==> config.mk <==
export PLATFORM = sky130hd
export DESIGN_NAME = adc_pack_flat
export DESIGN_NICKNAME = d
export VERILOG_FILES = /design/src/rtl/adc_pack_if.sv /design/src/rtl/adc_pack.sv /design/src/flat_wrapper.sv
export SDC_FILE = /design/constraint.sdc
export NUM_CORES = 1
export LEC_CHECK = 0
export BUFFER_PORTS_ARGS = -buffer_cell sky130_fd_sc_hd__buf_2
export CAP_MARGIN = 20
export CORE_UTILIZATION = 23
export DETAILED_ROUTE_END_ITERATION = 16
export PLACE_DENSITY = 0.42
export SLEW_MARGIN = 25
export SYNTH_ARGS = -nofsm -noshare
export SYNTH_HDL_FRONTEND = slang
export SYNTH_SLANG_ARGS = --single-unit
==> constraint.sdc <==
create_clock -name clk -period 4.3 [get_ports clk]
set_input_delay 0 -clock clk [delete_from_list [all_inputs] [get_ports clk]]
set_output_delay 0 -clock clk [all_outputs]
set_load 0.005 [all_outputs]
==> src/rtl/adc_pack_if.sv <==
// Signal bundle between adc_pack and its environment (controller, ADC byte source, FIFO D).
// The slave modport is the framer's view; master is the view of whatever drives it.
interface adc_pack_if;
    logic        fs;
    logic        fd;
    logic        adc_rxen;
    logic [7:0]  adc_rxd;
    logic [9:0]  adc_rx_len;
    logic [7:0]  dev_kind;
    logic [7:0]  dev_smpr;
    logic        fifod_txen;
    logic [7:0]  fifod_txd;
    logic        fifod_full;
    logic [11:0] data_len;
    logic        err;

    modport slave (
        input  fs, adc_rxen, adc_rxd, adc_rx_len, dev_kind, dev_smpr, fifod_full,
        output fd, fifod_txen, fifod_txd, data_len, err
    );

    modport master (
        output fs, adc_rxen, adc_rxd, adc_rx_len, dev_kind, dev_smpr, fifod_full,
        input  fd, fifod_txen, fifod_txd, data_len, err
    );
endinterface

==> src/rtl/adc_pack.sv <==
// Frames ADC payload bytes into FIFO D behind a 5-byte header (55 AA kind smpr seq).
// Define ADC_PACK_CHK_EN to append an XOR checksum byte after the payload.
module adc_pack #(
    parameter int DEPTH = 8
) (
    input logic       clk,
    input logic       rst,
    adc_pack_if.slave bus
);
    localparam int AW = $clog2(DEPTH);
    localparam logic [AW:0]   FULL_CNT = (AW+1)'(DEPTH);
    localparam logic [AW-1:0] PTR_ONE  = 1;

    typedef enum logic [2:0] {
        IDLE,
        HEAD,
        DATA,
`ifdef ADC_PACK_CHK_EN
        TAIL,
`endif
        DONE
    } state_t;

`ifdef ADC_PACK_CHK_EN
    localparam state_t      AFTER_DATA = TAIL;
    localparam logic [11:0] HDR_PLUS   = 12'd6;
`else
    localparam state_t      AFTER_DATA = DONE;
    localparam logic [11:0] HDR_PLUS   = 12'd5;
`endif

    state_t          state, state_next;
    logic [9:0]      plen, acc_cnt, wr_cnt;
    logic [2:0]      hdr_idx;
    logic [7:0]      seq;
    logic [7:0]      hdr_byte;
    logic [7:0]      mem [DEPTH];
    logic [AW-1:0]   rd_ptr, wr_ptr;
    logic [AW:0]     count;
    logic            push, push_ok, drop, pop;
    logic            emit;
    logic [7:0]      emit_byte;
    logic            vld_p1;
    logic [7:0]      txd_p1;
    logic            done;
    logic [11:0]     len;
    logic            ovf;
`ifdef ADC_PACK_CHK_EN
    logic [7:0]      chk;
`endif

    assign bus.fifod_txen = vld_p1;
    assign bus.fifod_txd  = txd_p1;
    assign bus.fd         = done;
    assign bus.data_len   = len;
    assign bus.err        = ovf;

    always_comb begin
        case (hdr_idx)
            3'd0:    hdr_byte = 8'h55;
            3'd1:    hdr_byte = 8'hAA;
            3'd2:    hdr_byte = bus.dev_kind;
            3'd3:    hdr_byte = bus.dev_smpr;
            default: hdr_byte = seq;
        endcase
    end

    // Bytes past plen are ignored; a byte meeting a full buffer is lost but still counted.
    always_comb begin
        push    = ((state == HEAD) || (state == DATA)) && bus.adc_rxen && (acc_cnt < plen);
        drop    = push && (count == FULL_CNT);
        push_ok = push && !drop;
    end

    always_comb begin
        state_next = state;
        emit       = 1'b0;
        emit_byte  = 8'h00;
        pop        = 1'b0;
        case (state)
            IDLE: begin
                if (bus.fs) state_next = HEAD;
            end
            HEAD: begin
                if (!bus.fs) begin
                    state_next = IDLE;
                end else if (!bus.fifod_full) begin
                    emit      = 1'b1;
                    emit_byte = hdr_byte;
                    if (hdr_idx == 3'd4) begin
                        if (plen == 10'd0) state_next = AFTER_DATA;
                        else               state_next = DATA;
                    end
                end
            end
            DATA: begin
                if (!bus.fs) begin
                    state_next = IDLE;
                end else if ((count != '0) && !bus.fifod_full) begin
                    pop       = 1'b1;
                    emit      = 1'b1;
                    emit_byte = mem[rd_ptr];
                end else if ((wr_cnt == plen) && (acc_cnt == plen)) begin
                    state_next = AFTER_DATA;
                end
            end
`ifdef ADC_PACK_CHK_EN
            TAIL: begin
                if (!bus.fs) begin
                    state_next = IDLE;
                end else if (!bus.fifod_full) begin
                    emit       = 1'b1;
                    emit_byte  = chk;
                    state_next = DONE;
                end
            end
`endif
            DONE: begin
                if (!bus.fs) state_next = IDLE;
            end
            default: state_next = IDLE;
        endcase
    end

    always_ff @(posedge clk) begin
        if (push_ok) mem[wr_ptr] <= bus.adc_rxd;
    end

    // Stage p1: registered FIFO D write port and frame bookkeeping.
    always_ff @(posedge clk) begin
        if (rst) begin
            state   <= IDLE;
            plen    <= '0;
            acc_cnt <= '0;
            wr_cnt  <= '0;
            hdr_idx <= '0;
            seq     <= '0;
            rd_ptr  <= '0;
            wr_ptr  <= '0;
            count   <= '0;
            vld_p1  <= 1'b0;
            txd_p1  <= 8'h00;
            done    <= 1'b0;
            len     <= '0;
            ovf     <= 1'b0;
`ifdef ADC_PACK_CHK_EN
            chk     <= 8'h00;
`endif
        end else begin
            state  <= state_next;
            vld_p1 <= emit;
            if (emit) txd_p1 <= emit_byte;
            done   <= (state == DONE) && bus.fs;
            if ((state_next == DONE) && (state != DONE)) seq <= seq + 8'd1;

            if (state == IDLE) begin
                rd_ptr  <= '0;
                wr_ptr  <= '0;
                count   <= '0;
                acc_cnt <= '0;
                wr_cnt  <= '0;
                hdr_idx <= '0;
                if (bus.fs) begin
                    plen <= bus.adc_rx_len;
                    len  <= {2'b00, bus.adc_rx_len} + HDR_PLUS;
                    ovf  <= 1'b0;
`ifdef ADC_PACK_CHK_EN
                    chk  <= 8'h00;
`endif
                end
            end else begin
                if (push)    acc_cnt <= acc_cnt + 10'd1;
                if (push_ok) wr_ptr  <= wr_ptr + PTR_ONE;
                if (pop) begin
                    rd_ptr <= rd_ptr + PTR_ONE;
                    wr_cnt <= wr_cnt + 10'd1;
                end
                count <= count + {{AW{1'b0}}, push_ok} - {{AW{1'b0}}, pop};
                if (drop) ovf <= 1'b1;
                if ((state == HEAD) && emit) hdr_idx <= hdr_idx + 3'd1;
`ifdef ADC_PACK_CHK_EN
                if (emit) chk <= chk ^ emit_byte;
`endif
            end
        end
    end
endmodule

==> src/flat_wrapper.sv <==
// flat-port wrapper written by rule: the top's interface ports become plain ports
module adc_pack_flat 
#(
    parameter int DEPTH = 8
)
  (clk, rst, bus_fs, bus_adc_rxen, bus_adc_rxd, bus_adc_rx_len, bus_dev_kind, bus_dev_smpr, bus_fifod_full, bus_fd, bus_fifod_txen, bus_fifod_txd, bus_data_len, bus_err);
  adc_pack_if bus_i ();
  input logic clk;
  input logic rst;
  input wire logic [$bits(bus_i.fs)-1:0] bus_fs;
  input wire logic [$bits(bus_i.adc_rxen)-1:0] bus_adc_rxen;
  input wire logic [$bits(bus_i.adc_rxd)-1:0] bus_adc_rxd;
  input wire logic [$bits(bus_i.adc_rx_len)-1:0] bus_adc_rx_len;
  input wire logic [$bits(bus_i.dev_kind)-1:0] bus_dev_kind;
  input wire logic [$bits(bus_i.dev_smpr)-1:0] bus_dev_smpr;
  input wire logic [$bits(bus_i.fifod_full)-1:0] bus_fifod_full;
  output wire logic [$bits(bus_i.fd)-1:0] bus_fd;
  output wire logic [$bits(bus_i.fifod_txen)-1:0] bus_fifod_txen;
  output wire logic [$bits(bus_i.fifod_txd)-1:0] bus_fifod_txd;
  output wire logic [$bits(bus_i.data_len)-1:0] bus_data_len;
  output wire logic [$bits(bus_i.err)-1:0] bus_err;
  assign bus_i.fs = bus_fs;
  assign bus_i.adc_rxen = bus_adc_rxen;
  assign bus_i.adc_rxd = bus_adc_rxd;
  assign bus_i.adc_rx_len = bus_adc_rx_len;
  assign bus_i.dev_kind = bus_dev_kind;
  assign bus_i.dev_smpr = bus_dev_smpr;
  assign bus_i.fifod_full = bus_fifod_full;
  assign bus_fd = bus_i.fd;
  assign bus_fifod_txen = bus_i.fifod_txen;
  assign bus_fifod_txd = bus_i.fifod_txd;
  assign bus_data_len = bus_i.data_len;
  assign bus_err = bus_i.err;
  adc_pack #(.DEPTH(DEPTH)) u_core (.clk(clk), .rst(rst), .bus(bus_i));
endmodule
# After elaboration in Yosys (flattened, before gate mapping)

Memory sizes are Yosys's and may differ from the RTL's. A register that Yosys moved wholly into a read port is not among the register bits.
Cells that the tools add are included.

Memories kept: 1
Bits in writable memories: 64
Bits of input ports: 39
Bits in registers: 77

Memory list:

| name       | depth | bits a word | read ports | clocked after Yosys merged registers in | wr ports | line           | RTL |
|---|---|---|---|---|---|---|---|
| u_core.mem | 8     | 8           | 1          | 1                                       | 1        | adc_pack.sv:37 | `logic [7:0] mem [DEPTH];` |

Muxes and demuxes: 29
$lt $le $gt $ge: 1
Reductions and logical operators: 20
Add/sub/neg operators: 9
Equality and inequality tests: 13

Operator list:

| kind                    | count |
|---|---|
| $mux W8                 | 4 |
| $pmux W8 S4             | 1 |
| $mux W3                 | 10 |
| $add A10 B1 Y10 const B | 2 |
| $eq A10 B10 Y1          | 2 |
| $pmux W8 S2             | 1 |
| $eq A3 B2 Y1 const B    | 5 |
| $pmux W3 S4             | 1 |
| $add A10 B3 Y11 const B | 1 |
| $mux W1                 | 11 |
| $logic_not A10 Y1       | 1 |
| $lt A10 B10 Y1          | 1 |
| $add A3 B1 Y3 const B   | 3 |
| $logic_and A1 B1 Y1     | 9 |
| $add A8 B1 Y8 const B   | 1 |
| $eq A3 B1 Y1 const B    | 2 |
| $logic_not A3 Y1        | 2 |
| $add A4 B1 Y4           | 1 |
| $eq A4 B4 Y1 const B    | 1 |
| $reduce_and A2 Y1       | 2 |
| $reduce_bool A4 Y1      | 1 |
| $sub A4 B1 Y4           | 1 |
| $eq A3 B3 Y1 const B    | 1 |
| $ne A3 B2 Y1 const B    | 1 |
| other kinds (6)         | 7 |

# Depth between registers and ports, before layout

Word-level depth: 9
Mapped depth: 13
Mapped depth without buffers: 13

# Worst setup path after synthesis

OpenSTA, ideal clock, no wires.

Path type: register to register
Start point: register u_core.plen[5]
End point: memory u_core.mem[2][0] (enable)
Stages on the path, launching flop included: 8
Clock period less this slack: 3.135 ns
Data arrival time: 2.737 ns
Path slack: 1.165 ns
Cells stage by stage: dfxtp_1 inv_1 ha_1 and4_2 o211ai_1 nor4b_2 nand3_1 nor4b_1

Cells in the longest elaborated chain, start to end: 7

RTL lines:

| what                              | line            | RTL |
|---|---|---|
| from (decl)                       | adc_pack.sv:33  | `logic [9:0] plen, acc_cnt, wr_cnt;` |
| from (signal assigned)            | adc_pack.sv:164 | `plen <= bus.adc_rx_len;` |
| $lt A10 B10 Y1 (*)                | adc_pack.sv:70  | `push = ((state == HEAD) \|\| (state == DATA)) && bus.adc_rxen && (acc_cnt < plen);` |
| $logic_and A1 B1 Y1 (*)           | adc_pack.sv:70  |  |
| $logic_and A1 B1 Y1               | adc_pack.sv:71  | `drop = push && (count == FULL_CNT);` |
| $logic_not A1 Y1                  | adc_pack.sv:72  | `push_ok = push && !drop;` |
| $logic_and A1 B1 Y1 (*)           | adc_pack.sv:72  |  |
| $mux W1 (*)                       | adc_pack.sv:126 | `if (push_ok) mem[wr_ptr] <= bus.adc_rxd;` |
| $mux W1 (not written as such) (*) | adc_pack.sv:126 |  |
| to (decl)                         | adc_pack.sv:37  |  |

Mark *: on every way between the ends. The rest lies on a longest branch, timed or not.

# Final worst setup path

Start point: register u_core.plen[5]
End point: register u_core.count[1]

Cells in the longest elaborated chain, start to end: 7

RTL lines:

| what                     | line            | RTL |
|---|---|---|
| $lt A10 B10 Y1 (*)       | adc_pack.sv:70  |  |
| $logic_and A1 B1 Y1 (*)  | adc_pack.sv:70  |  |
| $logic_and A1 B1 Y1      | adc_pack.sv:71  |  |
| $logic_not A1 Y1         | adc_pack.sv:72  |  |
| $logic_and A1 B1 Y1 (*)  | adc_pack.sv:72  |  |
| named net u_core.push_ok | adc_pack.sv:40  | `logic push, push_ok, drop, pop;` |
| $add A4 B1 Y4 (*)        | adc_pack.sv:178 | `count <= count + {{AW{1'b0}}, push_ok} - {{AW{1'b0}}, pop};` |
| $sub A4 B1 Y4 (*)        | adc_pack.sv:178 |  |
| to (signal assigned)     | adc_pack.sv:178 |  |
| to (decl)                | adc_pack.sv:39  | `logic [AW:0] count;` |

Mark *: on every way through the listed nets, which the timed path passes. The rest lies on a longest branch.
A chain may end at the register's enable or synchronous reset.

==> flow_summary_export.csv <==
group,metric,value,unit
cts,cts_made_buffers,17,
floorplanning,die_area,0.02873,mm2
logic_synthesis,synth_top_cells_by_area,"edfxtp_1 30%, dfxtp_1 25%, mux4_2 5.6%",
power,power_frac_comb,4.7,%
grt,grt_pass1_vias,4546,
finish,final_common_cell,"dfxtp_1",
timing,skew,0.009881,ns
critical_path,cp_max_fo,10,
power,seqPwrFrac,46.5,%
critical_path,slowest_stage,"nor4b_2",
detailed_routing,wire_per_inst,14.88,um
floorplanning,dieWidth,169.5,um
timing,setup_violations,0,
power,power.internal,2.333,mW
grt,grt_max_degree,46,
run,max_cap_viol_count,0,
cts,cts_tree,"built",
logic_synthesis,async_flop_share,0,%
place,port_buffers,60,
detailed_routing,drc,0,
timing,min_period,3.020,ns
logic_synthesis,syn_inst,585,
logic_synthesis,ys_seq_elements,143,
timing,period_share,70.23,%
floorplanning,start_util,23.68,%
power,clkPwrFrac,48.8,%
finish,drive_above_1_share,19.88,%
floorplanning,row_count,60,
timing,holdWs,0.05546,ns
critical_path,crit_type,"reg -> reg",
logic_synthesis,synth_ff_type,"dfxtp_1",
hold_path,holdCritPathClass,"in -> reg",
cts,htree_levels,4,
power,power.density,387.1,mW/mm2
power,swShare,24.86,%
detailed_routing,routed_wl,15640,um
cts,clkTransAtPathRegs,0.07,ns
power,p_leak,2.802,nW
critical_path,arrival,3.34,ns
grt,gr-usage-all-layers,11.21,%
timing,worst_slew_pin_slew,0.8790,ns
floorplanning,pin_count,62,
cts,cts.path.max_buffers,2,
timing,fmax,331.1,MHz
timing,rsz0062_at_grt,"false",
grt,grt_antenna_before_repair,0,
logic_synthesis,syn_area,0.006452,mm2
place,dp_hpwl,11000,um
detailed_routing,drt-initial-drc-count,208,
power,ir_drop,0.0001885,V
detailed_routing,via_per_inst,4.402,
critical_path,endpoint_kind,"flip-flop",
finish,area_growth,24.28,%
critical_path,max_stage_delay,0.52,ns
place,routabilityCongestion,0.8695,
logic_synthesis,post_synth.cell_area_avg,11.03,um2
finish,final_cell_mix,"79 x dfxtp_1, 64 x edfxtp_1, 63 x nand2_1",
critical_path,critical_path.cell_chain,"inv_1 > ha_1 > and4_2 > o211ai_1 > nor4b_2 > nand3_1 > inv_1 > ha_1 > fa_1 > and2_1",
critical_path,critPathLaunchType,"flip-flop",
timing,hold_viol,0,
logic_synthesis,yosys.area.top_type_share,29.78,%
timing,slew_headroom,41.40,%
detailed_routing,antenna_left,0,
cts,post_cts_resized,0,
place,pre_cts_ws,1.273,ns
status,status,"finished clean",
logic_synthesis,synth-edff-count,64,
finish,fin_cells,1051,
timing,finalWorstSetupSlack,1.280,ns
critical_path,crit_start,"u_core.plen[5]",
grt,grt_pass1_wl,24380,um
power,power.switching,0.7717,mW
hold_path,min_from,"bus_dev_smpr[6]",
cts,clock_sinks,143,
critical_path,cp.required,4.62,ns
detailed_routing,first_pass_iters,4,
logic_synthesis,synth_top_cell_by_area,"edfxtp_1",
critical_path,r2r-start,"u_core.plen[5]",
logic_synthesis,ys_types,53,
timing,fin_setup_tns,0,ns
cts,clk_latency,0.42,ns
floorplanning,core_area,0.02725,mm2
cts,cts_root_buf,"clkbuf_16",
logic_synthesis,synth_seq_area_share,54.30,%
finish,final_util,29.43,%
finish,fin_nets,733,
finish,diodes,0,
floorplanning,die_h,169.5,um
timing,drv_slew,0,
grt,grt.overflow.total,0,
logic_synthesis,yosys_warnings,0,
place,placed_cells,1000,
detailed_routing,via_count,4626,
[registers in the layout, summed over array words and instances (netlist names), named ones only]
| register | cells |
|---|---|
| u_core.hdr_idx | 3 |
| u_core.wr_ptr | 3 |
| u_core.bus.fifod_txd | 8 |
| u_core.bus.err | 1 |
| u_core.plen | 10 |
| u_core.seq | 8 |
| u_core.bus.data_len | 11 |
| u_core.wr_cnt | 10 |
| u_core.mem | 64 |
| u_core.rd_ptr | 3 |
| u_core.bus.fifod_txen | 1 |
| u_core.bus.fd | 1 |
| u_core.state | 3 |
| u_core.count | 4 |
| u_core.acc_cnt | 10 |
[final timing paths]
path                                                 to  cells after the start  slack (ns)
worst max register to register          u_core.count[1]                     10        1.28
worst min-delay path            u_core.bus.fifod_txd[6]                      5        0.06
worst min register to register  u_core.bus.data_len[10]                      2        0.46
worst max-delay path                    u_core.count[1]                     10        1.28
[cell families after synthesis]
kind of cell             count (synthesis)  share of synthesized area (%)
buffers and inverters                   51                          3.064
AND/OR/NAND/NOR                        196                          15.13
XOR/XNOR                                36                          4.887
other                                    1                        0.05812
flip-flops                             143                          54.30
adder cells (fa/ha/maj)                 28                          5.546
AO/OA/AOI/OAI                          103                          9.735
multiplexers                            27                          7.291
[per-stage QoR]
stage / power [mW] / instance area (um2)
after floorplan: 1.547 / 6456
after global placement: 1.606 / 7207
after detailed placement: 1.608 / 7207
after CTS: 3.145 / 8019
after global routing: 3.216 / 8019
final: 3.105 / 8019
[power by group through the flow]
stage | clock network, mW | registers, mW | logic [mW]
final | 1.51 | 1.44 | 0.147
after global placement | 0 | 1.47 | 0.134
after floorplan | 0 | 1.47 | 0.0767
after detailed placement | 0 | 1.47 | 0.135
after CTS | 1.55 | 1.44 | 0.149
after global routing | 1.61 | 1.44 | 0.164
[critical path: cells and delay by family (launching register included)]
family | cells | cell delay, ns
simple gates | 4 | 1.31
flops | 1 | 0.40
compound gates | 1 | 0.09
fa+ha+maj | 3 | 0.90
buf+inv | 2 | 0.21
[per-layer routing]
layer  wire length (um)  up-vias  global-route usage (%)
li1                   -     2294                       -
met5                  0        -                       0
met3                451       14                   2.659
met1               7514     2241                   14.10
met4                193        0                   3.447
met2               7475       77                   18.95
[what timing repair did]
item / in CTS / in global routing
endpoints found under the hold margin: 86 / 0
buffers inserted: 0 / 0
hold buffers: 19 / 0
[synthesized netlist by cell type, drive strengths merged (3+ instances only)]
library cell,n
a31oi,8
a21oi,46
xnor2,19
and2,5
a221oi,8
nor3,8
nor4,5
a211oi,7
nand2b,5
o211ai,5
edfxtp,64
o22ai,8
nor4b,3
o21ai,15
nand4,10
or3,14
dfxtp,79
nor2,55
nor3b,3
inv,22
nand3,9
ha,27
mux4,16
clkbuf,22
nand2,63
buf,7
and4,3
or4,5
xor2,17
mux2i,11
[cell type report]
| class | count | area, um2 |
|---|---|---|
| inverters | 22 | 82.58 |
| repair buffers | 90 | 573.1 |
| multi-input cells | 392 | 2773 |
| clock inverters | 15 | 196.4 |
| well taps | 372 | 465.4 |
| fillers | 2798 | 19230 |
| flip-flops and latches | 143 | 3503 |
| clock buffers | 17 | 425.4 |
(Power assumes the default switching activity.)
